## src/rtl/serial_addsub_pkg.sv

```systemverilog
// Shared types and constants for the bit-serial add/subtract unit.
package serial_addsub_pkg;

    typedef enum logic [1:0] {
        IDLE = 2'd0,
        RUN  = 2'd1,
        DONE = 2'd2
    } addsub_state_t;

    localparam logic OP_ADD = 1'b0;
    localparam logic OP_SUB = 1'b1;

endpackage

```

## src/rtl/serial_addsub_if.sv

```systemverilog
// Request/response handshake bundle for serial_addsub.
interface serial_addsub_if #(
    parameter int unsigned WIDTH = 8
);
    logic             in_valid;
    logic             in_ready;
    logic             op;
    logic [WIDTH-1:0] a;
    logic [WIDTH-1:0] b;
    logic             out_valid;
    logic             out_ready;
    logic [WIDTH-1:0] result;
    logic             carry;
    logic             overflow;
    logic             zero;

    modport master (
        output in_valid, op, a, b, out_ready,
        input  in_ready, out_valid, result, carry, overflow, zero
    );

    modport slave (
        input  in_valid, op, a, b, out_ready,
        output in_ready, out_valid, result, carry, overflow, zero
    );
endinterface

```

## src/rtl/serial_addsub_full_adder.sv

```systemverilog
// Single-bit full adder cell used by the serial datapath.
module full_adder (
    input  logic a,
    input  logic b,
    input  logic cin,
    output logic sum,
    output logic cout
);
    assign sum  = a ^ b ^ cin;
    assign cout = (a & b) | (cin & (a ^ b));
endmodule

```

## src/rtl/serial_addsub.sv

```systemverilog
// Bit-serial two's-complement add/subtract: one full_adder, LSB first, one bit per clock.
module serial_addsub #(
    parameter int unsigned WIDTH = 8
) (
    input  logic           clk,
    input  logic           rst_n,
    serial_addsub_if.slave bus
);
    import serial_addsub_pkg::*;

    localparam int unsigned   CW     = (WIDTH > 1) ? $clog2(WIDTH) : 1;
    localparam logic [CW-1:0] LAST   = CW'(WIDTH - 1);
    localparam logic [CW-1:0] PENULT = CW'(WIDTH - 2);

    addsub_state_t    state;
    logic [WIDTH-1:0] a_sr;
    logic [WIDTH-1:0] b_sr;
    logic             cy;
    logic             msb_cin;
    logic [CW-1:0]    cnt;
    logic [WIDTH-1:0] result_q;
    logic             carry_q;
    logic             overflow_q;
    logic             zero_q;
    logic             fa_sum;
    logic             fa_cout;
    logic [WIDTH-1:0] sum_next;

    full_adder u_fa (
        .a    (a_sr[0]),
        .b    (b_sr[0]),
        .cin  (cy),
        .sum  (fa_sum),
        .cout (fa_cout)
    );

    // A doubles as the result shift register: sum bits enter at the MSB as operand bits leave.
    assign sum_next = {fa_sum, a_sr[WIDTH-1:1]};

    always_ff @(posedge clk or negedge rst_n) begin
        if (!rst_n) begin
            state      <= IDLE;
            a_sr       <= '0;
            b_sr       <= '0;
            cy         <= 1'b0;
            msb_cin    <= 1'b0;
            cnt        <= '0;
            result_q   <= '0;
            carry_q    <= 1'b0;
            overflow_q <= 1'b0;
            zero_q     <= 1'b0;
        end else begin
            case (state)
                IDLE: begin
                    if (bus.in_valid) begin
                        a_sr  <= bus.a;
                        b_sr  <= (bus.op == OP_SUB) ? ~bus.b : bus.b;
                        cy    <= bus.op;
                        cnt   <= '0;
                        state <= RUN;
                    end
                end
                RUN: begin
                    a_sr <= sum_next;
                    b_sr <= {1'b0, b_sr[WIDTH-1:1]};
                    cy   <= fa_cout;
                    if (cnt == PENULT) begin
                        msb_cin <= fa_cout;
                    end
                    if (cnt == LAST) begin
                        result_q   <= sum_next;
                        carry_q    <= fa_cout;
                        overflow_q <= msb_cin ^ fa_cout;
                        zero_q     <= ~|sum_next;
                        state      <= DONE;
                    end else begin
                        cnt <= cnt + CW'(1);
                    end
                end
                DONE: begin
                    if (bus.out_ready) begin
                        state <= IDLE;
                    end
                end
                default: state <= IDLE;
            endcase
        end
    end

    assign bus.in_ready  = (state == IDLE);
    assign bus.out_valid = (state == DONE);
    assign bus.result    = result_q;
    assign bus.carry     = carry_q;
    assign bus.overflow  = overflow_q;
    assign bus.zero      = zero_q;

endmodule

```

## src/flat_wrapper.sv

```systemverilog
// flat-port wrapper written by rule: the top's interface ports become plain ports
module serial_addsub_flat import serial_addsub_pkg::*;
#(
    parameter int unsigned WIDTH = 8
)
  (clk, rst_n, bus_in_valid, bus_op, bus_a, bus_b, bus_out_ready, bus_in_ready, bus_out_valid, bus_result, bus_carry, bus_overflow, bus_zero);
  serial_addsub_if #(.WIDTH(WIDTH)) bus_i ();
  input  logic clk;
  input  logic rst_n;
  input wire logic [$bits(bus_i.in_valid)-1:0] bus_in_valid;
  input wire logic [$bits(bus_i.op)-1:0] bus_op;
  input wire logic [$bits(bus_i.a)-1:0] bus_a;
  input wire logic [$bits(bus_i.b)-1:0] bus_b;
  input wire logic [$bits(bus_i.out_ready)-1:0] bus_out_ready;
  output wire logic [$bits(bus_i.in_ready)-1:0] bus_in_ready;
  output wire logic [$bits(bus_i.out_valid)-1:0] bus_out_valid;
  output wire logic [$bits(bus_i.result)-1:0] bus_result;
  output wire logic [$bits(bus_i.carry)-1:0] bus_carry;
  output wire logic [$bits(bus_i.overflow)-1:0] bus_overflow;
  output wire logic [$bits(bus_i.zero)-1:0] bus_zero;
  assign bus_i.in_valid = bus_in_valid;
  assign bus_i.op = bus_op;
  assign bus_i.a = bus_a;
  assign bus_i.b = bus_b;
  assign bus_i.out_ready = bus_out_ready;
  assign bus_in_ready = bus_i.in_ready;
  assign bus_out_valid = bus_i.out_valid;
  assign bus_result = bus_i.result;
  assign bus_carry = bus_i.carry;
  assign bus_overflow = bus_i.overflow;
  assign bus_zero = bus_i.zero;
  serial_addsub #(.WIDTH(WIDTH)) u_core (.clk(clk), .rst_n(rst_n), .bus(bus_i));
endmodule
```

## config.mk

```make
export PLATFORM = sky130hd
export DESIGN_NAME = serial_addsub_flat
export DESIGN_NICKNAME = d
export VERILOG_FILES = /design/src/rtl/serial_addsub_pkg.sv /design/src/rtl/serial_addsub_if.sv /design/src/rtl/serial_addsub_full_adder.sv /design/src/rtl/serial_addsub.sv /design/src/flat_wrapper.sv
export SDC_FILE = /design/constraint.sdc
export NUM_CORES = 1
export LEC_CHECK = 0
export CAP_MARGIN = 20
export CORE_MARGIN = 2
export CORE_UTILIZATION = 28
export CTS_CLUSTER_SIZE = 28
export DETAILED_ROUTE_END_ITERATION = 8
export SYNTH_ARGS = -nofsm -noshare
export SYNTH_HDL_FRONTEND = slang
export SYNTH_SLANG_ARGS = --single-unit
```

## constraint.sdc

```tcl
create_clock -name clk -period 4.74 [get_ports clk]
set_input_delay 0.711 -clock clk [delete_from_list [all_inputs] [get_ports clk]]
set_output_delay 0.711 -clock clk [all_outputs]
set_load 0.1 [all_outputs]
```

# Word level (Yosys, flattened, before mapping)
# Cells that the tools add are included.
# Widths: inputs -> output; s select.
[totals] reg_bits=34 latchBits=0 ramBits=0 romBits=0 in_bits=21 out_inout_bits=13 elab_cells=49 memories=0
[classes] n_addsub=1 mul=0 div_mod_pow=0 n_lt_le_gt_ge=0 n_eq_ne=8 shift=0 muxes=14 bitwise=7 reduce_logical=9
[ops] cell="$pmux 8 s2" count=2
[ops] cell="$mux 8" count=3
[ops] cell="$not 8->8" count=1
[ops] cell="$reduce_or 8->1" count=1
[ops] cell="$eq 3x3->1 const B" count=2
[ops] cell="$mux 2" count=3
[ops] cell="$mux 3" count=2
[ops] cell="$ne 2x2->1 const B" count=3
[ops] cell="$pmux 2 s3" count=1
[ops] cell="$pmux 3 s2" count=1
[ops] cell="$reduce_and 2->1" count=3
[ops] cell="$reduce_and 3->1" count=2
[ops] cell="$add 3x1->3 const B" count=1
[ops] cell="$xor 1x1->1" count=3
[ops] cell="$and 1x1->1" count=2
[ops] cell="$eq 2x1->1 const B" count=1
[ops] cell="$eq 2x2->1 const B" count=1
[ops] cell="$logic_not 2->1" count=1
[ops] cell="$ne 2x1->1 const B" count=1
[ops] cell="$pmux 1 s2" count=1
[ops] cell="$reduce_bool 2->1" count=1
[ops] cell="$logic_not 1->1" count=1
[ops] cell="$mux 1" count=1
[ops] cell="$or 1x1->1" count=1

# Longest topological paths before layout
[logic_depth] word_depth=4 ltp_mapped=6 mapped_depth_nobuf=5

# Modules after synthesis
# Synthesis repeated with hierarchy kept, for this count alone.
[hier_totals] cells_unflattened=146 hier_area_um2=1656.6
[modules_own_cells] mod="serial_addsub" instances=1 cells_each=145 area_per_inst_um2=1636.6 seq_area_each_um2=850.8
[modules_own_cells] mod="full_adder" instances=1 cells_each=1 area_per_inst_um2=20.0 seq_area_each_um2=0.0

# Worst setup path after synthesis
# No wires, ideal clock.
[synth_path] kind="register to output" startpoint="register u_core.state[1]" endpoint="output bus_in_ready" t_arrival_ns=2.013 required_ns=4.029 setup_slack_ns=2.016 stages_incl_launch_ff=4 n_path_buf=2 path_cell_list="dfrtp_1 > buf_2 > buf_2 > nor2_1"
[synth_between] elab_chain_len=1
[synth_rtl] item="from (decl)" line="serial_addsub.sv:15" text="addsub_state_t state;"
[synth_rtl] item="from (signal assigned)" line="serial_addsub.sv:42" text="state <= IDLE;"
[synth_rtl] item="from (signal assigned)" line="serial_addsub.sv:60" text="state <= RUN;"
[synth_rtl] item="from (signal assigned)" line="serial_addsub.sv:75" text="state <= DONE;"
[synth_rtl] item="$logic_not 2->1" line="serial_addsub.sv:90" text="assign bus.in_ready = (state == IDLE);"
[synth_rtl] item="to (decl)" line="flat_wrapper.sv:15" text="output wire logic [$bits(bus_i.in_ready)-1:0] bus_in_ready;"
# No other way between the ends.

# Worst setup path after layout
[layout_path] startpoint="register u_core.state[0]" endpoint="output bus_out_valid"
[layout_between] elab_chain_len=1
[layout_rtl] item="$eq 2x2->1" line="serial_addsub.sv:91" text="assign bus.out_valid = (state == DONE);"
[layout_rtl] item="to (decl)" line="flat_wrapper.sv:16" text="output wire logic [$bits(bus_i.out_valid)-1:0] bus_out_valid;"
# No other way between the ends.

==> impl_metrics.tcl <==
set metrics [dict create \
    vias 1114 \
    startpoint "u_core.state[0]" \
    grt_pass1_vias 1075 \
    final.min_clock_period_ps 3180 \
    postCtsHoldBufs 0 \
    wire_per_inst_um 13.6 \
    dp_slack_ps 1870 \
    cp.required_ps 4030 \
    start_kind "register" \
    synth_seq_cells 34 \
    status "complete, no violations" \
    route.antenna.remaining_nets 0 \
    p_sw_w 0.000750 \
    postSynthCellCount 137 \
    p_int_w 0.000861 \
    antenna_found_initial 0 \
    finalWeightedCongestion 0.805 \
    synth-seq-area-share_pct 51.7 \
    viasPerCell 4.60 \
    num_antenna_cells 0 \
    drive_gt1_share_pct 11.8 \
    first_pass_iters 4 \
    max_slew_margin_pct 35.0 \
    path_clk_slew_ps 70 \
    die-area_mm2 0.00651 \
    setup_viol_count_final 0 \
    comb_power_share_pct 49.9 \
    synth_edf_count 0 \
    crit_family "buffers and inverters" \
    seq_power_share_pct 33.2 \
    drtIter0Drc 43 \
    cts_setup_buffers 0 \
    clock_latency_ps 290 \
    clkPwrFrac_pct 17.0 \
    synth_fp_nets 162 \
    yosys_warnings 0 \
    timing_worst_setup_path_type "register to primary output" \
    hpwl_mm 2.23 \
    ir_worst_vdd_uv 300 \
    ys_types 30 \
    nFillCells 563 \
    arrival_ps 2470 \
    cts_buffers 5 \
    synth_area_mm2 0.00165 \
    swShare_pct 46.6 \
    min_path_type "register to register" \
    io_buffers 33 \
    placed_cell_area_mm2 0.00202 \
    fin_ws_ps 1560 \
    leakagePower_nw 0.957 \
    cap_violations 0 \
    grt_usage_pct 10.9 \
    routed_wl_mm 3.29 \
    stdcell_area_mm2 0.00214 \
    rrSetupSlack_ps 2860 \
    core_mm2 0.00561 \
    hold_slack_ps 487 \
    initial_core_util_pct 29.4 \
    worstMarginPinSlew_ps 972 \
    reg2regPathDepth 3 \
    clock_sinks 34 \
    syn_area_per_cell_um2 12.0 \
    final_nets 194 \
    h-tree-depth 2 \
    min_period_over_period_pct 67.1 \
    cpMaxStageDelayCell "clkdlybuf4s50_1" \
    cts_root_buf "clkbuf_8" \
    cts_tree "done" \
    hold_path_end "u_core.bus.overflow" \
    hold_viol 0 \
    crit_chain "nand2b_1 -> inv_1 -> clkdlybuf4s50_1" \
    grt_max_degree 35 \
    hold_start "u_core.bus.overflow" \
    r2r-end "u_core.cnt[0]" \
    rsz0062_at_grt "no" \
    slew_violations 0 \
    num_rows 27 \
    async_flop_share_pct 100 \
    synth_flop_cell "dfrtp_1" \
    die_y_um 80.7 \
    cp_max_fo 27 \
    worst_clock_skew_ps 3.13 \
    finalSetupTns_ps 0 \
    r2r-start "u_core.state[0]" \
    overflow 0 \
    drc_errors 0 \
    fmax_mhz 314 \
    die_x_um 80.7 \
    ios 34 \
    endpoint_kind "primary output" \
    clockBufferDepth 2 \
    hold_path_depth 2 \
    critPathMaxStageDelay_ps 1120 \
    cp_num_buf_inv 2 \
    ctsResizeCount 0 \
    syn2layout_area_growth_pct 29.9 \
    p_per_area_mw_per_mm2 754 \
    grt_first_pass_wirelength_mm 5.31 \
]
cells in the final DEF, fill, tap and decap left out, drive strengths merged:
master         count
a22o               5
dfrtp             34
nand4b             1
clkdlybuf4s50     33
nor2               3
nand2             13
o21ai             12
o31ai              1
mux2              11
clkbuf             5
buf                2
a221o              7
xnor2              1
clkinvlp           2
nor4               2
nand3b             1
a21oi              1
ha                 3
and3b              7
inv                2
fa                 1
o21bai             1
nor2b              1
nand2b             3
xor2               8
bufinv             1
a22oi              9
state kept, by name, indices dropped and copies added (netlist names):
signal	flops
u_core.a_sr	8
u_core.b_sr	8
u_core.bus.result	8
u_core.cnt	3
u_core.state	2
u_core.bus.carry	1
u_core.bus.overflow	1
u_core.bus.zero	1
u_core.cy	1
u_core.msb_cin	1
area by class of cell:
cell class	count	area [um2]	area share [%]
Clock buffer	5	68.8	3.22
Clock inverter	3	45.0	2.11
Inverter	2	7.51	0.351
Multi-Input combinational cell	91	731	34.2
Sequential cell	34	851	39.8
Tap cell	72	90.1	4.21
Timing Repair Buffer	35	345	16.1
through the flow:
stage	power, W	std cells	util [%]
finish	0.00161	242	38.1
global route	0.00169	242	38.1
CTS	0.00162	242	38.1
detailed placement	0.00135	234	36.1
global placement	0.00134	234	36.1
floorplan	0.00116	137	-
per-layer routing:
metal	up-vias	GRT usage [%]	share of wire [%]
li1	562	-	-
met2	28	15.9	44
met3	8	3.71	5.3
met1	516	14.8	48
met4	0	4.58	1.9
met5	-	0	0
logic make-up after synthesis:
family / Yosys count / synth area share [%]
mux: 11 / 8.66
xor+xnor: 9 / 4.79
compound gates: 36 / 15.9
flops: 34 / 51.7
simple gates: 31 / 11.6
fa+ha+maj: 4 / 3.50
buf+inv: 12 / 3.95
synth_stat cells, drive strengths merged (2+ instances only):
cell    instances  area, um2
mux2           11        143
inv             2       7.51
ha              3       37.5
buf             8       48.8
nand2b          3       18.8
nor2            3       13.8
xor2            8       70.1
a221o           7       70.1
dfrtp          34        851
o21ai          12       60.1
a22o            5       43.8
nand2          13       48.8
nor4            2       12.5
a22oi           9       67.6
and3b           7       61.3
clkbuf          2       8.75
worst min-delay path: cells and delay by family, from the launching register on:
kind	cells	cell delay (ps)
simple gates	1	50
compound gates	1	60
flops	1	350
worst max-delay path by stage:
stage / end / slack (ps) / cells past startpoint
global placement: bus_out_valid / 1870 / 3
global route: bus_out_valid / 1470 / 3
finish: bus_out_valid / 1560 / 3
detailed placement: bus_out_valid / 1870 / 3
floorplan: bus_in_ready / 2020 / 3
CTS: bus_out_valid / 1550 / 3
power by group through the flow:
| stage | Sequential, W | Clock, W | Combinational (W) |
|---|---|---|---|
| after global placement | 0.000538 | 0 | 0.000805 |
| after detailed placement | 0.000541 | 0 | 0.000810 |
| after floorplan | 0.000792 | 0 | 0.000372 |
| after CTS | 0.000536 | 0.000276 | 0.000812 |
| after global routing | 0.000553 | 0.000290 | 0.000852 |
| final | 0.000534 | 0.000273 | 0.000804 |
Note: power is estimated with default switching activity, not from simulation.
==> variant, RTL diff (same flow settings) <==
`WIDTH` is set to 8 in 3 places; all go to 16.
--- a/src/rtl/serial_addsub_if.sv
+++ b/src/rtl/serial_addsub_if.sv
@@ -1,5 +1,5 @@
 // Request/response handshake bundle for serial_addsub.
 interface serial_addsub_if #(
-    parameter int unsigned WIDTH = 8
+    parameter int unsigned WIDTH = 16
 );
     logic             in_valid;
--- a/src/rtl/serial_addsub.sv
+++ b/src/rtl/serial_addsub.sv
@@ -1,5 +1,5 @@
 // Bit-serial two's-complement add/subtract: one full_adder, LSB first, one bit per clock.
 module serial_addsub #(
-    parameter int unsigned WIDTH = 8
+    parameter int unsigned WIDTH = 16
 ) (
     input  logic           clk,
--- a/src/flat_wrapper.sv
+++ b/src/flat_wrapper.sv
@@ -2,5 +2,5 @@
 module serial_addsub_flat import serial_addsub_pkg::*;
 #(
-    parameter int unsigned WIDTH = 8
+    parameter int unsigned WIDTH = 16
 )
   (clk, rst_n, bus_in_valid, bus_op, bus_a, bus_b, bus_out_ready, bus_in_ready, bus_out_valid, bus_result, bus_carry, bus_overflow, bus_zero);
Ports: changed (resized bus_a, bus_b and bus_result); port bits go from 34 to 58. No check against the original RTL was run, so the function may have changed too.
==> variant against the unedited design <==
- synthesized area increased by 75%
- hold slack better by 25 ps
- global-route usage grew 1.3 points
- via count is 80% higher
- wire length increased by 93%
- count of clock-buffer cells in the layout increased by 5
- cell area up 72%
- cell count increased by 78%
- sequential cell count up 25
- power is 77% higher
- setup slack lost 320 ps
- sequential power grew 79%
- critical path type unchanged
- largest power group unchanged
- highest routed layer unchanged
==> variant: results (changes against the unedited design) <==
Place
  • Detailed Place HPWL: 4240 µm (was 2230 µm)
  • Placer Congestion: 0.766 (was 0.805)
  • Port bufs: 57 (was 33)

Yosys
  • Sequential share of the synthesized area: 0.513 (was 0.517)
  • Distinct cells, synth: 40 (was 30)
  • Warning count from the yosys run: 0 (unchanged)
  • Synth cell count leaders: dfrtp_1 (59), mux2i_1 (19), nand2_1 (19) (was dfrtp_1 (34), nand2_1 (13), o21ai_1 (12))
  • Post-synth top flop: dfrtp_1 (unchanged)
  • Async set-reset flop share out of synthesis: 1.00 (unchanged)
  • Top area cells in the synthesized netlist: dfrtp_1 (51%), mux2_4 (8.9%), mux2i_1 (6.6%) (was dfrtp_1 (52%), mux2_4 (4.6%), a221o_1 (4.3%))
  • Mapped Nets: 280 (was 162)

GRT
  • Vias in the first global route: 2034 (was 1075)
  • Pin count of the biggest net entering global routing: 60 (was 35)
  • First-pass GRT wire length: 10800 µm (was 5310 µm)
  • Initial antenna violation count: 0 (unchanged)
  • Remaining global-route overflow: 0 (unchanged)
  • Total GRT Usage: 0.122 (was 0.109)

Clocking
  • Root Buffer: clkbuf_8 (unchanged)
  • Clock-pin slew of the registers on the worst-case setup and hold paths: 70 ps (about the same)
  • Later-pin clock latency in the skew report: 340 ps (was 290 ps)
  • Post-CTS Setup Inserts: 0 (unchanged)
  • Clock Tree Buf Depth: 2 (unchanged)
  • Total number of H-tree levels: 3 (was 2)
  • TritonCTS buffer count: 9 (was 5)
  • Cts repair resizes: 0 (unchanged)

Detailed routing
  • Total Wirelength: 6360 µm (was 3290 µm)
  • Initial DRC count: 108 (was 43)
  • Via/cell ratio: 4.65 (was 4.60)
  • Initial DRT Pass Iterations: 5 (was 4)

Power and ir drop
  • Leak Pwr: 1.59 nW (was 0.957 nW)
  • Peak supply drop: 0.000338 V (was 0.000300 V)

Critical path
  • R2r startpoint: u_core.state[0] (unchanged)
  • CP Launch Type: flop (unchanged)
  • Slowest-stage cell, CP: clkdlybuf4s50_1 (unchanged)
  • Crit path largest cell delay: 1170 ps (was 1120 ps)
  • Crit. Startpoint: u_core.state[1] (was u_core.state[0])
  • CP max FO: 17 (was 27)

Finish
  • Final net count: 334 (was 194)
  • Fillers: 982 (was 563)
  • N_diodes: 0 (unchanged)
  • Share of layout cells above drive strength 1: 0.134 (was 0.118)

Min path
  • HP Start: u_core.bus.result[15] (was u_core.bus.overflow)
  • HP Class: flop to flop (unchanged)

Job
  • Max cap viols: 0 (unchanged)

Timing
  • Endpoints failing hold: 0 (unchanged)
  • Worst-Margin Slew: 992 ps (was 972 ps)
  • Clk_skew: 6.73 ps (was 3.13 ps)

Outcome
  • Status: completed (unchanged)
-- variant: path summary, 6_finish.rpt --
| check | depth (start not counted) | slack (ps) | to |
|---|---|---|---|
| max | 3 | 1240 | bus_out_valid |
| min | 1 | 510 | u_core.bus.result[15] |
| max reg2reg | 4 | 2750 | u_core.bus.result[1] |
| min reg2reg | 1 | 510 | u_core.bus.result[15] |
| max in group asynchronous | 2 | 3710 | u_core.b_sr[14] |
| min in group asynchronous | 2 | 530 | u_core.bus.result[14] |
-- variant: metrics by stage --
stage	utilization	std cells	power (W)	setup slack, ps	cell area [µm²]
floorplan	-	240	0.00214	2100	2880
global placement	0.356	416	0.00244	1660	3510
detailed placement	0.356	416	0.00247	1600	3510
CTS	0.373	431	0.00288	1220	3680
global route	0.373	431	0.00302	1120	3680
finish	0.373	431	0.00285	1240	3680
-- variant: layout make-up --
class | count | area, µm² | area share
Timing Repair Buffer | 60 | 588 | 0.160
Clock inverter | 5 | 30.0 | 0.00817
Clock buffer | 10 | 138 | 0.0374
Multi-Input combinational cell | 159 | 1260 | 0.342
Tap cell | 133 | 166 | 0.0453
Inverter | 5 | 18.8 | 0.00511
Sequential cell | 59 | 1480 | 0.402
-- variant: logic make-up after synthesis --
kind of cell	share of synthesized area
compound gates	0.140
flops	0.513
simple gates	0.0718
mux	0.159
buf+inv	0.0492
xor+xnor	0.0518
fa+ha+maj	0.0157
-- variant: where the power goes --
group,total [W],leakage [nW],switching [W],internal (W)
logic,0.00150,0.797,0.000935,0.000564
registers,0.000956,0.707,0.000208,0.000748
clock network,0.000396,0.0839,0.000198,0.000198
-- variant: worst max-delay path: cells and delay by family (launching register included) --
kind                   cells  cell delay, ps
buffers and inverters      2            1640
DFF                        1             500
and+or+nand+nor            1             300
-- variant: metal layers --
layer / global-route usage / wire length [µm] / up-vias
met2: 0.176 / 2730 / 71
met3: 0.0383 / 376 / 7
li1: - / - / 978
met5: 0 / 0 / -
met4: 0.0371 / 63 / 0
met1: 0.176 / 3190 / 949
